**config.mk**
```make
export PLATFORM = sky130hd
export DESIGN_NAME = jtopl_wrseq_flat
export DESIGN_NICKNAME = d
export VERILOG_FILES = /design/src/rtl/jtopl_wrseq_if.sv /design/src/rtl/jtopl_wrseq.sv /design/src/flat_wrapper.sv
export SDC_FILE = /design/constraint.sdc
export NUM_CORES = 1
export LEC_CHECK = 0
export ABC_AREA = 1
export BUFFER_PORTS_ARGS = -buffer_cell sky130_fd_sc_hd__buf_4
export CAP_MARGIN = 30
export CORE_MARGIN = 2
export CORE_UTILIZATION = 40
export DETAILED_ROUTE_END_ITERATION = 8
export MAX_ROUTING_LAYER = met4
export PLACE_DENSITY = 0.6
export SLEW_MARGIN = 20
export SYNTH_ARGS = -nofsm -noshare
export SYNTH_HDL_FRONTEND = slang
export SYNTH_SLANG_ARGS = --single-unit
export TNS_END_PERCENT = 30
```
**constraint.sdc**
```tcl
create_clock -name clk -period 2.8 [get_ports clk]
set_input_delay 0.28 -clock clk [delete_from_list [all_inputs] [get_ports clk]]
set_output_delay 0.28 -clock clk [all_outputs]
set_load 0.01 [all_outputs]
```
**src/rtl/jtopl_wrseq_if.sv**
```systemverilog
// Request/bus bundle between a host front end and the OPL write sequencer.
// The host side (master) drives requests and the chip clock enable, and the
// sequencer side (slave) returns flow control, status and the jtopl_mmr bus.
interface jtopl_wrseq_if;
  logic       cen;
  logic       req_valid;
  logic [7:0] req_reg;
  logic [7:0] req_val;
  logic       req_ready;
  logic       busy;
  logic       write;
  logic       addr;
  logic [7:0] dout;
  logic       ovf;

  modport master (
    output cen, req_valid, req_reg, req_val,
    input  req_ready, busy, write, addr, dout, ovf
  );

  modport slave (
    input  cen, req_valid, req_reg, req_val,
    output req_ready, busy, write, addr, dout, ovf
  );
endinterface

```
**src/rtl/jtopl_wrseq.sv**
```systemverilog
// OPL register-port write sequencer.
// Queues {register, value} requests and replays each as an address-phase
// write (addr=0) followed by a data-phase write (addr=1). The guard waits
// after each phase are counted in cen ticks. When SKIP_SAME is set, the
// address phase is skipped if the register is already latched in the chip.
module jtopl_wrseq #(
  parameter int AW        = 4,
  parameter int ADDR_WAIT = 12,
  parameter int DATA_WAIT = 84,
  parameter int SKIP_SAME = 1
) (
  input  logic          clk,
  input  logic          rst,
  jtopl_wrseq_if.slave  bus
);

  localparam int DEPTH = 1 << AW;
  localparam int MAXW  = (ADDR_WAIT > DATA_WAIT) ? ADDR_WAIT : DATA_WAIT;
  localparam int CW    = (MAXW < 1) ? 1 : $clog2(MAXW + 1);

  typedef enum logic [2:0] {
    IDLE  = 3'd0,
    ADDR  = 3'd1,
    AWAIT = 3'd2,
    DATA  = 3'd3,
    DWAIT = 3'd4
  } state_t;

  logic [15:0]   fifo_q [DEPTH];
  logic [AW-1:0] wptr_q, wptr_d;
  logic [AW-1:0] rptr_q, rptr_d;
  logic [AW:0]   occ_q, occ_d;
  state_t        state_q, state_d;
  logic [CW-1:0] cnt_q, cnt_d;
  logic [7:0]    reg_q, reg_d;
  logic [7:0]    val_q, val_d;
  logic [7:0]    last_reg_q, last_reg_d;
  logic          last_ok_q, last_ok_d;
  logic          write_q, write_d;
  logic          addr_q, addr_d;
  logic [7:0]    dout_q, dout_d;
  logic          ovf_q, ovf_d;

  logic          full, empty, pop, push, ready;
  logic [7:0]    head_reg, head_val;

  assign head_reg = fifo_q[rptr_q][15:8];
  assign head_val = fifo_q[rptr_q][7:0];

  // FIFO status and handshake; a pop in IDLE frees a slot in the same clk,
  // so a full FIFO still accepts the push that coincides with the pop.
  always_comb begin
    full  = (occ_q == (AW+1)'(DEPTH));
    empty = (occ_q == '0);
    pop   = (state_q == IDLE) && !empty;
    ready = !full || pop;
    push  = bus.req_valid && ready;
  end

  // Next-state logic for FIFO pointers, sequencer FSM and registered bus outputs.
  always_comb begin
    wptr_d     = push ? wptr_q + AW'(1) : wptr_q;
    rptr_d     = pop  ? rptr_q + AW'(1) : rptr_q;
    occ_d      = occ_q + {{AW{1'b0}}, push} - {{AW{1'b0}}, pop};
    ovf_d      = ovf_q | (bus.req_valid & ~ready);
    state_d    = state_q;
    cnt_d      = cnt_q;
    reg_d      = reg_q;
    val_d      = val_q;
    last_reg_d = last_reg_q;
    last_ok_d  = last_ok_q;
    write_d    = 1'b0;
    addr_d     = addr_q;
    dout_d     = dout_q;
    case (state_q)
      IDLE: begin
        if (!empty) begin
          reg_d = head_reg;
          val_d = head_val;
          if ((SKIP_SAME != 0) && last_ok_q && (head_reg == last_reg_q)) begin
            state_d = DATA;
            write_d = 1'b1;
            addr_d  = 1'b1;
            dout_d  = head_val;
          end else begin
            state_d = ADDR;
            write_d = 1'b1;
            addr_d  = 1'b0;
            dout_d  = head_reg;
          end
        end
      end
      ADDR: begin
        last_reg_d = reg_q;
        last_ok_d  = 1'b1;
        cnt_d      = CW'(ADDR_WAIT);
        state_d    = AWAIT;
      end
      AWAIT: begin
        if (cnt_q == '0) begin
          state_d = DATA;
          write_d = 1'b1;
          addr_d  = 1'b1;
          dout_d  = val_q;
        end else if (bus.cen) begin
          cnt_d = cnt_q - CW'(1);
        end
      end
      DATA: begin
        cnt_d   = CW'(DATA_WAIT);
        state_d = DWAIT;
      end
      DWAIT: begin
        if (cnt_q == '0) begin
          state_d = IDLE;
        end else if (bus.cen) begin
          cnt_d = cnt_q - CW'(1);
        end
      end
      default: state_d = IDLE;
    endcase
  end

  // Control state and bus outputs; reset aborts any sequence in flight.
  always_ff @(posedge clk) begin
    if (rst) begin
      wptr_q    <= '0;
      rptr_q    <= '0;
      occ_q     <= '0;
      state_q   <= IDLE;
      cnt_q     <= '0;
      last_ok_q <= 1'b0;
      write_q   <= 1'b0;
      addr_q    <= 1'b0;
      dout_q    <= '0;
      ovf_q     <= 1'b0;
    end else begin
      wptr_q    <= wptr_d;
      rptr_q    <= rptr_d;
      occ_q     <= occ_d;
      state_q   <= state_d;
      cnt_q     <= cnt_d;
      last_ok_q <= last_ok_d;
      write_q   <= write_d;
      addr_q    <= addr_d;
      dout_q    <= dout_d;
      ovf_q     <= ovf_d;
    end
  end

  // Request payload registers; only meaningful while guarded by the FSM/last_ok.
  always_ff @(posedge clk) begin
    reg_q      <= reg_d;
    val_q      <= val_d;
    last_reg_q <= last_reg_d;
  end

  // FIFO storage; entries are written only on an accepted push.
  always_ff @(posedge clk) begin
    if (push) fifo_q[wptr_q] <= {bus.req_reg, bus.req_val};
  end

  assign bus.req_ready = ready;
  assign bus.busy      = !empty || (state_q != IDLE);
  assign bus.write     = write_q;
  assign bus.addr      = addr_q;
  assign bus.dout      = dout_q;
  assign bus.ovf       = ovf_q;

endmodule
```
**src/flat_wrapper.sv**
```systemverilog
// flat-port wrapper written by rule: the top's interface ports become plain ports
module jtopl_wrseq_flat 
#(
  parameter int AW        = 4,
  parameter int ADDR_WAIT = 12,
  parameter int DATA_WAIT = 84,
  parameter int SKIP_SAME = 1
)
  (clk, rst, bus_cen, bus_req_valid, bus_req_reg, bus_req_val, bus_req_ready, bus_busy, bus_write, bus_addr, bus_dout, bus_ovf);
  jtopl_wrseq_if bus_i ();
  input  logic clk;
  input  logic rst;
  input wire logic [$bits(bus_i.cen)-1:0] bus_cen;
  input wire logic [$bits(bus_i.req_valid)-1:0] bus_req_valid;
  input wire logic [$bits(bus_i.req_reg)-1:0] bus_req_reg;
  input wire logic [$bits(bus_i.req_val)-1:0] bus_req_val;
  output wire logic [$bits(bus_i.req_ready)-1:0] bus_req_ready;
  output wire logic [$bits(bus_i.busy)-1:0] bus_busy;
  output wire logic [$bits(bus_i.write)-1:0] bus_write;
  output wire logic [$bits(bus_i.addr)-1:0] bus_addr;
  output wire logic [$bits(bus_i.dout)-1:0] bus_dout;
  output wire logic [$bits(bus_i.ovf)-1:0] bus_ovf;
  assign bus_i.cen = bus_cen;
  assign bus_i.req_valid = bus_req_valid;
  assign bus_i.req_reg = bus_req_reg;
  assign bus_i.req_val = bus_req_val;
  assign bus_req_ready = bus_i.req_ready;
  assign bus_busy = bus_i.busy;
  assign bus_write = bus_i.write;
  assign bus_addr = bus_i.addr;
  assign bus_dout = bus_i.dout;
  assign bus_ovf = bus_i.ovf;
  jtopl_wrseq #(.AW(AW), .ADDR_WAIT(ADDR_WAIT), .DATA_WAIT(DATA_WAIT), .SKIP_SAME(SKIP_SAME)) u_core (.clk(clk), .rst(rst), .bus(bus_i));
endmodule
```
# --- Yosys cells after proc, flatten, opt, wreduce, memory -nomap -nowiden ---
# Memory sizes are Yosys's and may differ from the RTL's. A register that Yosys moved wholly into a read port is not among the register bits.
# Cells that the tools add are included.
word_totals:
  rom_bits: 0
  wordCells: 75
  in_bits: 20
  latch_bits: 0
  output_inout_bits: 13
  n_memories: 1
  ramBits: 256
  regBits: 59
op_classes:
  n_reduce_logical: 18
  add_sub_neg: 5
  n_eq_ne: 11
  order_cmp: 0
  n_shift: 0
  multipliers: 0
  mux: 23
  bitwise_logic: 4
  div: 0
mem_list:
  columns: ["memory", "depth", "word_bits", "rd", "rd_clocked_by_memory_dff", "write_ports", "line_no", "text"]
  rows:
  - ["u_core.fifo_q", 16, 16, 1, 1, 1, "jtopl_wrseq.sv:29", "logic [15:0] fifo_q [DEPTH];"]
ops:
  columns: ["op", "count"]
  rows:
  - ["two-way mux 8 bit", 3]
  - ["case mux 7 bit (3 select lines)", 1]
  - ["case mux 8 bit (2 select lines)", 1]
  - ["case mux 3 bit (5 select lines)", 1]
  - ["two-way mux 7 bit", 2]
  - ["two-way mux 3 bit", 3]
  - ["AND reduction 3 bit", 3]
  - ["adder 4 x 1 -> 4 bit (second input constant)", 2]
  - ["equality test 8 bit", 1]
  - ["two-way mux 4 bit", 2]
  - ["zero test 7 bit", 1]
  - ["two-way mux 1 bit", 7]
  - ["subtractor 7 x 1 -> 7 bit (second input constant)", 1]
  - ["equality test 3 x 2 -> 1 bit (second input constant)", 2]
  - ["inequality test 2 x 1 -> 1 bit (second input constant)", 3]
  - ["nonzero test 3 bit", 2]
  - ["adder 5 x 1 -> 5 bit", 1]
  - ["equality test 5 bit (second input constant)", 1]
  - ["zero test 5 bit", 1]
  - ["subtractor 5 x 1 -> 5 bit", 1]
  - ["inequality test 2 bit (second input constant)", 2]
  - ["case mux 1 bit (2 select lines)", 2]
  - ["equality test 3 x 1 -> 1 bit (second input constant)", 1]
  - ["equality test 3 bit (second input constant)", 1]
  - ["other kinds (11)", 16]

# --- Logic depth before layout (Yosys ltp) ---
depth:
  word_depth: 7
  ltp_mapped: 20
  depth_no_buf: 17

# --- Worst setup path before layout ---
# OpenSTA, ideal clock, no wires.
synth_timing:
  path_type: "flip-flop to flip-flop"
  from: "reg u_core.occ_q[3]"
  to: "reg u_core.occ_q[4]"
  setup_time_ps: 70
  path_slack_ps: 180
  required_ps: 2730
  path_stages_with_launch: 18
  t_arrival_ps: 2550
  path_cell_list: "dfxtp_1 inv_1 ha_1 nand2_1 nor2_1 nand2_1 nand2_1 clkbuf_1 nand3_1 nand2_1 inv_1 ha_1 fa_1 nand2_1 a21oi_1 nor2_1 o21ai_0 a21oi_1"
synth_via:
  elab_chain_len: 7
synth_rtl:
  columns: ["element", "line_no", "text"]
  rows:
  - ["from (decl)", "jtopl_wrseq.sv:32", "logic [AW:0] occ_q, occ_d;"]
  - ["from (signal assigned)", "jtopl_wrseq.sv:129", "occ_q <= '0;"]
  - ["from (signal assigned)", "jtopl_wrseq.sv:140", "occ_q <= occ_d;"]
  - ["zero test 5 bit", "jtopl_wrseq.sv:54", "empty = (occ_q == '0);"]
  - ["zero test 1 bit", "jtopl_wrseq.sv:55", "pop = (state_q == IDLE) && !empty;"]
  - ["logical AND 1 bit", "jtopl_wrseq.sv:55", null]
  - ["logical OR 1 bit (*)", "jtopl_wrseq.sv:56", "ready = !full || pop;"]
  - ["via bus_req_ready", "flat_wrapper.sv:17", "output wire logic [$bits(bus_i.req_ready)-1:0] bus_req_ready;"]
  - ["logical AND 1 bit (*)", "jtopl_wrseq.sv:57", "push = bus.req_valid && ready;"]
  - ["adder 5 x 1 -> 5 bit (*)", "jtopl_wrseq.sv:64", "occ_d = occ_q + {{AW{1'b0}}, push} - {{AW{1'b0}}, pop};"]
  - ["subtractor 5 x 1 -> 5 bit (*)", "jtopl_wrseq.sv:64", null]
# Mark *: on every way through the listed nets, which the timed path passes. The rest lies on a longest branch.
# A chain may end at the register's enable or synchronous reset.

==> impl_metrics.toml <==
[sta]
max_slew_margin = 0.621
min_period_ns = 2.54
hold_viol = 0
whs_ns = 0.0563
setup_viol = 0
finalMaxSlewViolations = 0
layout_setup_ws_ns = 0.261
finalSetupTns_ns = 0
tightest_slew_ns = 0.568
max_clock_freq_mhz = 394
skew_ns = 0.0187
fin_crit_sh = 0.907
rsz0062_at_grt = "no"

[placement]
hpwlAfterDp_mm = 17.9
dp_slack_ns = 0.251
numPortBuffers = 32
placed_cell_area_sq_um = 14100
placedCellCount = 1619
gp_congestion = 0.784

[routing]
wire_per_inst_um = 19.3
drc = 0
totalWireLength_mm = 32.5
first_iter_violations = 695
dr.pass1.iters = 7
viasPerCell = 5.19
drtAntennaViolNets = 0
vias = 8720

[cells_and_area]
area_delta_synth_final_pct = 14.8
instances_no_fill = 1679
design_area_sq_um = 15200
nets = 1248
fin_util = 0.467
n_antenna_cell = 0
nFillCells = 2967
drive_gt1_frac = 0.134

[power]
finalPower_mw = 14.7
p_sw_frac = 0.331
clkPwrFrac = 0.310
leakage_nw = 5.68
power.internal_mw = 9.83
peakVddDrop_uv = 483
pwr-share-seq = 0.406
pwr-share-comb = 0.285
power.density_nw_per_um2 = 965
p_sw_mw = 4.87

[setup_path]
critPathTopFamily = "simple AND/OR/NAND/NOR gates"
crit_chain = "inv_4 > buf_4 > nor2_1 > o21ai_1 > nand3_1 > nand3_2 > nand2_2 > nand2_1 > nand2_2 > nor2_4 > nand3_2 > or2_0 > nand2_1 > a21oi_2"
cp.required_ns = 3.19
path_buf_inv = 2
crit_type = "flip-flop to flip-flop"
end_kind = "flip-flop"
slowest_stage = "inv_4"
worstSetupStartpointType = "flip-flop"
crit_fanout = 38
rrSetupSlack_ns = 0.26
arrival_ns = 2.93
critPathMaxStageDelay_ns = 0.37

[floorplan]
initial_core_util = 0.407
fp.dieH_um = 186
die_area_sq_um = 34700
die_w_um = 186
coreArea_sq_um = 32600
rows = 66
io_pins = 33

[synthesis]
syn-num-nets = 1200
synth_seq_cells = 319
yosysTopAreaCell = "edfxtp_1"
synth_warnings = 0
synthTopCellsByCount = "280 x edfxtp_1, 214 x nand2_1, 151 x nor2_1"
async_flop_share = 0
synth_cell_types = 41
synth_edf_count = 280
ys_seq_area_frac = 0.692
synthTopCellsByArea = "edfxtp_1 63%, nand2_1 6.1%, dfxtp_1 5.9%"
netlist_instances = 1166
syn-cell-area_sq_um = 13300
syn_area_per_cell_sq_um = 11.4
synthFlopType = "edfxtp_1"
yosysMostFrequentCell = "edfxtp_1"
synth_top_area_frac = 0.633

[clock_network]
clock_sinks = 319
cts_max_path_buffers = 3
clk_pin_slew_worst_paths_ns = 0.06
cts_buffers = 35
cts_tree = "yes"
clock-root-buffer = "clkbuf_16"
clock_latency_ns = 0.52
cts_hold_buf = 0
cts_htree_levels = 2

[global_route]
grt_usage = 0.197
grt_max_degree = 79
antenna_found_initial = 0
grt_first_pass_wirelength_mm = 49.4
grt_overflow_total = 0
grt_pass1_vias = 8220

[run]
cap_violations = 0

[hold_path]
hold_class = "input pin to flip-flop"

[outcome]
status = "completed"
[final timing paths]
check,start,end,depth (start not counted)
max,flip-flop,u_core.bus.dout[7]$_SDFFE_PP0P_,14
min,bus_req_reg[2],u_core.fifo_q[2][10]$_DFFE_PP_,1
max reg2reg,flip-flop,u_core.bus.dout[7]$_SDFFE_PP0P_,14
min reg2reg,u_core.reg_q[6]$_DFFE_PP_,u_core.last_reg_q[6]$_DFFE_PP_,0
[flip-flops by register name, indices dropped and copies added, names as in the netlist, named ones only]
register / count
u_core.bus.dout: 8
u_core.cnt_q: 7
u_core.rptr_q: 4
u_core.reg_q: 8
u_core.last_reg_q: 8
u_core.bus.write: 1
u_core.bus.ovf: 1
u_core.state_q: 3
u_core.val_q: 8
u_core.wptr_q: 4
u_core.bus.addr: 1
u_core.fifo_q: 256
u_core.last_ok_q: 1
u_core.occ_q: 5
[placed cells by master (no fill, tap or decap), drive strengths merged, types with 2 or more instances in the layout]
master	n
a21oi	30
a31oi	2
buf	71
bufinv	4
clkbuf	42
clkinv	12
dfxtp	39
edfxtp	280
ha	13
inv	97
nand2	223
nand3	101
nand3b	3
nand4	9
nor2	154
nor3	3
o211ai	11
o21a	3
o21ai	96
o221ai	25
o22ai	7
or2	2
xnor2	3
xor2	2
[routing by layer]
| metal | track usage | vias to the layer above | part of all wire |
|---|---|---|---|
| met5 | - | - | 0 |
| met4 | 0.0608 | 0 | 0.024 |
| met3 | 0.0286 | 45 | 0.058 |
| met2 | 0.307 | 271 | 0.47 |
| met1 | 0.269 | 4251 | 0.45 |
| li1 | - | 4153 | - |
[power groups by stage]
| stage | Clock, mW | Sequential [mW] | Combinational [mW] |
|---|---|---|---|
| 2_1_floorplan | 0 | 6.00 | 3.01 |
| 3_3_place_gp | 0 | 6.05 | 4.11 |
| 3_5_place_dp | 0 | 6.06 | 4.16 |
| 4_1_cts | 4.62 | 5.96 | 4.18 |
| 5_1_grt | 4.80 | 6.01 | 4.73 |
| 6_report | 4.55 | 5.96 | 4.18 |
[repair_timing]
| item | CTS | global route |
|---|---|---|
| gates resized for setup | 0 | 4 |
| endpoints found under the setup margin | 0 | 2 |
| hold endpoints to repair | 0 | 0 |
| buffers inserted | 0 | 0 |
[cell families after synthesis]
logic type | share of synthesized area
XOR/XNOR | 0.00330
AO/OA/AOI/OAI | 0.0781
AND/OR/NAND/NOR | 0.160
buffers and inverters | 0.0530
flip-flops | 0.692
adder cells (fa/ha/maj) | 0.0138
[layout make-up]
class                           count  area [sq um]  share of cell area
Tap cell                          442           553              0.0363
Clock buffer                       42           923              0.0606
Sequential cell                   319          9190               0.603
Inverter                           96           368              0.0241
Timing Repair Buffer               71           569              0.0374
Clock inverter                     18           206              0.0135
Multi-Input combinational cell    691          3430               0.225
[worst reg2reg max path, cell delays in order (launching register included)]
cell and delay (ns):
dfxtp_2 0.34, inv_4 0.37, buf_4 0.30, nor2_1 0.06
o21ai_1 0.07, nand3_1 0.11, nand3_2 0.13, nand2_2 0.09
nand2_1 0.08, nand2_2 0.06, nor2_4 0.17, nand3_2 0.24
or2_0 0.27, nand2_1 0.08, a21oi_2 0.05
Note: power is estimated with default switching activity, not from simulation.
